`src/rtl/mux32_port_arbiter.sv`:
```
`default_nettype none
// ============================================================================
//  Module      : mux32_port_arbiter (with helper mux32bit_2_1)
//  Description : Two-requester valid/ready arbiter sharing one 32-bit write
//                path. Bounded-burst round-robin choice of A or B, the chosen
//                word passes through a 2:1 word mux into a single registered
//                output stage with its own valid/ready handshake.
//  Revision    : 1.0 - initial release
// ============================================================================

// ----------------------------------------------------------------------------
//  mux32bit_2_1 : plain 32-bit 2:1 multiplexer, Y = X ? B : A
// ----------------------------------------------------------------------------
module mux32bit_2_1 (
    input  logic [31:0] A,
    input  logic [31:0] B,
    input  logic        X,
    output logic [31:0] Y
);

    // Pure select, no state
    always_comb begin
        Y = X ? B : A;
    end

endmodule

// ----------------------------------------------------------------------------
//  mux32_port_arbiter : top level
// ----------------------------------------------------------------------------
module mux32_port_arbiter #(
    parameter int MAX_BURST = 4,
    parameter int FIRST_SRC = 0
) (
    input  logic        clk,
    input  logic        reset,
    input  logic        a_valid,
    input  logic [31:0] a_data,
    output logic        a_ready,
    input  logic        b_valid,
    input  logic [31:0] b_data,
    output logic        b_ready,
    output logic        out_valid,
    output logic [31:0] out_data,
    input  logic        out_ready,
    output logic        out_src,
    output logic        sel
);

    // Counter only needs to reach MAX_BURST, where it saturates
    localparam int            CW        = (MAX_BURST < 1) ? 1 : $clog2(MAX_BURST + 1);
    localparam logic [CW-1:0] C_MAX     = CW'(MAX_BURST);
    localparam logic [CW-1:0] C_ONE     = CW'(1);
    localparam logic          C_FIRST_B = (FIRST_SRC != 0);

    typedef enum logic [1:0] {
        S_IDLE  = 2'd0,
        S_OWN_A = 2'd1,
        S_OWN_B = 2'd2
    } state_t;

    // Registered state
    state_t        r_state;
    logic [CW-1:0] r_cnt;
    logic          r_last;
    logic          r_out_valid;
    logic [31:0]   r_out_data;
    logic          r_out_src;

    // Next-state values
    state_t        w_state_nxt;
    logic [CW-1:0] w_cnt_nxt;
    logic          w_last_nxt;
    logic          w_out_valid_nxt;
    logic [31:0]   w_out_data_nxt;
    logic          w_out_src_nxt;

    // Arbitration
    logic          w_can_load;
    logic          w_has_win;
    logic          w_win;        // 0 = A, 1 = B; only meaningful with w_has_win
    logic          w_under_max;
    logic [31:0]   w_mux_y;
    state_t        w_win_state;

    // The single output register may be refilled when empty or being drained
    always_comb begin
        w_can_load  = !r_out_valid || out_ready;
        w_under_max = (r_cnt < C_MAX);
    end

    // Winner selection: round-robin on ties from idle, bounded burst for owner
    always_comb begin
        w_has_win = 1'b0;
        w_win     = 1'b0;
        case (r_state)
            S_IDLE: begin
                if (a_valid && b_valid) begin
                    w_has_win = 1'b1;
                    w_win     = ~r_last;
                end else if (a_valid) begin
                    w_has_win = 1'b1;
                    w_win     = 1'b0;
                end else if (b_valid) begin
                    w_has_win = 1'b1;
                    w_win     = 1'b1;
                end
            end
            S_OWN_A: begin
                if (a_valid && (w_under_max || !b_valid)) begin
                    w_has_win = 1'b1;
                    w_win     = 1'b0;
                end else if (b_valid) begin
                    w_has_win = 1'b1;
                    w_win     = 1'b1;
                end
            end
            S_OWN_B: begin
                if (b_valid && (w_under_max || !a_valid)) begin
                    w_has_win = 1'b1;
                    w_win     = 1'b1;
                end else if (a_valid) begin
                    w_has_win = 1'b1;
                    w_win     = 1'b0;
                end
            end
            default: begin
                w_has_win = 1'b0;
                w_win     = 1'b0;
            end
        endcase
    end

    // Mux select and handshake outputs derived from the winner
    always_comb begin
        sel         = w_has_win && w_win;
        a_ready     = w_can_load && w_has_win && !w_win;
        b_ready     = w_can_load && w_has_win &&  w_win;
        w_win_state = w_win ? S_OWN_B : S_OWN_A;
    end

    mux32bit_2_1 u_mux (
        .A (a_data),
        .B (b_data),
        .X (sel),
        .Y (w_mux_y)
    );

    // Next-state: load on transfer, drain/idle with no winner, hold on stall
    always_comb begin
        w_state_nxt     = r_state;
        w_cnt_nxt       = r_cnt;
        w_last_nxt      = r_last;
        w_out_valid_nxt = r_out_valid;
        w_out_data_nxt  = r_out_data;
        w_out_src_nxt   = r_out_src;
        if (w_can_load) begin
            if (w_has_win) begin
                w_out_data_nxt  = w_mux_y;
                w_out_valid_nxt = 1'b1;
                w_out_src_nxt   = w_win;
                w_last_nxt      = w_win;
                w_state_nxt     = w_win_state;
                if (r_state == w_win_state) begin
                    w_cnt_nxt = (r_cnt == C_MAX) ? C_MAX : (r_cnt + C_ONE);
                end else begin
                    w_cnt_nxt = C_ONE;
                end
            end else begin
                w_out_valid_nxt = r_out_valid && !out_ready;
                w_state_nxt     = S_IDLE;
                w_cnt_nxt       = '0;
            end
        end
    end

    // State register; reset drops any in-flight word
    always_ff @(posedge clk) begin
        if (reset) begin
            r_state     <= S_IDLE;
            r_cnt       <= '0;
            r_last      <= ~C_FIRST_B;
            r_out_valid <= 1'b0;
            r_out_data  <= 32'd0;
            r_out_src   <= 1'b0;
        end else begin
            r_state     <= w_state_nxt;
            r_cnt       <= w_cnt_nxt;
            r_last      <= w_last_nxt;
            r_out_valid <= w_out_valid_nxt;
            r_out_data  <= w_out_data_nxt;
            r_out_src   <= w_out_src_nxt;
        end
    end

    // Drive registered outputs
    always_comb begin
        out_valid = r_out_valid;
        out_data  = r_out_data;
        out_src   = r_out_src;
    end

endmodule
`default_nettype wire
```
`config.mk`:
```
export PLATFORM = sky130hd
export DESIGN_NAME = mux32_port_arbiter
export DESIGN_NICKNAME = d
export VERILOG_FILES = /design/src/rtl/mux32_port_arbiter.sv
export SDC_FILE = /design/constraint.sdc
export NUM_CORES = 1
export LEC_CHECK = 0
export BUFFER_PORTS_ARGS = -buffer_cell sky130_fd_sc_hd__buf_2
export CAP_MARGIN = 20
export CORE_ASPECT_RATIO = 1.75
export CORE_MARGIN = 1.5
export CORE_UTILIZATION = 35
export DETAILED_ROUTE_END_ITERATION = 8
export PLACE_DENSITY = 0.72
export SYNTH_ARGS = -nofsm -noshare
export SYNTH_HDL_FRONTEND = slang
export SYNTH_SLANG_ARGS = --single-unit
```
`constraint.sdc`:
```
create_clock -name clk -period 2.21 [get_ports clk]
set_input_delay 0.442 -clock clk [delete_from_list [all_inputs] [get_ports clk]]
set_output_delay 0.442 -clock clk [all_outputs]
set_load 0.02 [all_outputs]
```
==> results.tsv <==
stage	metric	value	unit
final_layout	antenna cell count	0	
hold_path	Hold Crit Class	input port to flop	
run_status	status	completed	
synthesis	sequential fraction of the synthesis area	35.3	%
setup_path	critical path's slowest cell	dfxtp_4	
clock_network	cts hold-fix bufs	0	
timing	crit share post-route	95.4	%
floorplan	total core area	6230	um^2
final_layout	fillers	637	
global_route	initial antenna violation count	0	
timing	Setup Total Neg Slack	0	ps
hold_path	Hold Crit Depth	3	
placed_design	DP HPWL	4530	um
synthesis	#FFs+latches synth	40	
synthesis	Syn Inst Count	274	
timing	worst slew pin tran	549	ps
global_route	vias in the first global route	2338	
power	P_int	1.36	mW
timing	final setup fails	0	
synthesis	Post-synth EDFFs	0	
placed_design	port bufs	105	
hold_path	Hold Path End	out_data[13]	
power	Worst VDD drop	0.000364	V
synthesis	Syn Nets	345	
power	switching pwr	0.650	mW
drt	1st-iter DRT viols	124	
global_route	Remaining Overflow, GRT	0	
power	P per Cell Area	688	nW/um^2
clock_network	total CTS buffers	5	
setup_path	crit-path max FO	7	
power	Leakage	1.31	nW
drt	Routed WL	6380	um
synthesis	share of synthesized flip-flops with an asynchronous set or reset	0	%
clock_network	htree depth	2	
floorplan	Die H	109	um
final_layout	Post-Route Utilization	46.9	%
final_layout	Area Overhead vs Synth	28.9	%
final_layout	commonest non-fill, non-tap cell in the layout	buf_2	
placed_design	placer congestion estimate	0.800	
clock_network	root buffer cell	clkbuf_8	
global_route	first-pass GRT wire length	10500	um
timing	Tmin final	2110	ps
global_route	GRT Resource Usage Total	18.9	%
placed_design	Placed Instance Area	2800	um^2
setup_path	max incr delay on CP	390	ps
synthesis	Yosys cell types	30	
setup_path	critical-path cell list	mux2i_1 > o21ai_0 > a211oi_1 > buf_2	
hold_path	Hold Path Origin	b_data[13]	
synthesis	Top FF cell, synth	dfxtp_1	
timing	Setup Skew	10.1	ps
setup_path	worst r2r dst	out_data[20]	
global_route	largest net degree at the start of global routing	33	
clock_network	insertion delay to the later sink of the worst-skew pair	290	ps
drt	Routed WL per cell	14.2	um
drt	vias post-DR	2308	
setup_path	critical path class	flop to primary output	
setup_path	Worst Path Arrival	1670	ps
timing	Fin. Hold Viols	0	
setup_path	R2R depth	6	
power	Sw Share	32.3	%
clock_network	clk sinks	40	
power	Seq pwr share	41.6	%
final_layout	register area	805	um^2
timing	Slew Viols, Final	0	
clock_network	clk slew on worst S/H paths	80	ps
synthesis	Ys Warns	0	
setup_path	critical path's top delay family	compound AO/OA/AOI/OAI gates	
final_layout	fin area	2920	um^2
floorplan	initial core utilization	36.4	%
floorplan	die width	63.8	um
synthesis	cell area after synthesis	2270	um^2
timing	RSZ-0062 raised after global routing	no	
setup_path	CP bufs+invs	1	
synthesis	Syn Area/Cell	8.27	um^2
clock_network	CTS tree	done	
placed_design	dpl cells	442	
floorplan	row count	38	
drt	routed vias/inst	5.13	
clock_network	clock tree buffer depth	2	
drt	DRC	0	
timing	Max Fclk	474	MHz
setup_path	R2R Setup Slk	490	ps
final_layout	area taken by multi-input logic gates	1300	um^2
setup_path	startpoint types	flop	
flow_run	Max Cap Violations	0	
final_layout	most frequent cells in the layout	buf_2, nand2_1, dfxtp_1	
setup_path	Setup crit end kind	primary output	
drt	Final ANT Viol Nets	0	
setup_path	Required @ worst endpoint	1770	ps
final_layout	post-route insts no fill	450	
clock_network	# Post-CTS Setup Buffers	0	
setup_path	Reg2Reg Launch Point	r_cnt[2]	
timing	Slew Limit Headroom	63.4	%
final_layout	final net count	440	
power	clock power share	29.6	%
drt	1st-pass router iterations	6	
floorplan	die area	6990	um^2
power	Comb power frac	28.8	%
floorplan	Boundary Pins	106	
final_layout	layout cells sized above 1	41.9	%
[Yosys cell counts, types with 2 or more instances]
cell type / n / area, um^2
o21ai_0: 2 / 10.0
clkbuf_1: 18 / 67.6
nand3b_1: 2 / 15.0
nand2_1: 43 / 161
a211oi_2: 27 / 338
buf_2: 2 / 10.0
buf_12: 2 / 40.0
buf_6: 2 / 22.5
a22o_1: 2 / 17.5
a31oi_1: 34 / 213
ha_1: 2 / 25.0
inv_1: 5 / 18.8
dfxtp_1: 40 / 801
nor2_1: 37 / 139
nand2b_1: 33 / 206
a211oi_1: 6 / 45.0
a21oi_1: 4 / 20.0
[through the flow]
stage	hold slack (ps)	setup WS, ps	power (mW)
floorplan	439	290	1.25
global placement	442	326	1.42
CTS	384	61.7	2.04
detailed placement	446	233	1.44
finish	398	101	2.01
global route	403	10.9	2.12
[final cells by class]
type                       count  area share, %
clock inverter                 2           1.20
tap                           80           3.43
clock buffer                   6           2.49
sequential                    40           27.5
inverter                       5          0.643
timing repair buffer         114           20.3
multi-input combinational    203           44.4
[power groups by stage]
stage	logic, mW	clock network (mW)	registers [mW]
5_1_grt	0.636	0.643	0.845
3_5_place_dp	0.583	0	0.853
3_3_place_gp	0.572	0	0.851
4_1_cts	0.587	0.619	0.837
6_report	0.579	0.596	0.836
2_1_floorplan	0.324	0	0.930
[worst max path at each step]
stage                  start  slack (ps)  cells after the start       to
floorplan           r_cnt[2]         290                      8  b_ready
CTS                 r_cnt[2]          60                      6  b_ready
global route        r_cnt[2]          10                      6  b_ready
global placement    r_cnt[2]         330                      6  b_ready
detailed placement  r_cnt[2]         230                      6  b_ready
finish              r_cnt[2]         100                      4  a_ready
[tightest hold or removal path: cells and delay by family]
kind	cells	cell delay, ps
AO/OA/AOI/OAI	1	50
buffers and inverters	1	90
AND/OR/NAND/NOR	1	40
[cells by family (layout without fill, tap and decap cells)]
logic type	count (synthesis)	in the layout	synth area share (%)
AOI/OAI and AO/OA	81	81	30.6
adders and majority gates	2	2	1.10
buffers and inverters	31	127	7.90
DFF	40	40	35.3
muxes	2	2	1.10
and+or+nand+nor	118	118	23.9
[registers in the layout (all words and copies together) (netlist names)]
register   count
r_cnt          3
r_state        2
out_src        1
out_data      32
out_valid      1
r_last         1
[repair_timing]
item | in CTS | in global routing
gates cloned | 0 | 0
gates resized for setup | 2 | 1
setup endpoints to repair | 2 | 2
[metal layers]
| layer | vias up | share of wire [%] | global-route usage, % |
|---|---|---|---|
| li1 | 1147 | - | - |
| met1 | 1070 | 41 | 21.3 |
| met2 | 76 | 52 | 34.7 |
| met3 | 15 | 3.9 | 2.35 |
| met4 | 0 | 2.9 | 8.85 |
| met5 | - | 0 | 0 |
Note: power is estimated with default switching activity, not from simulation.
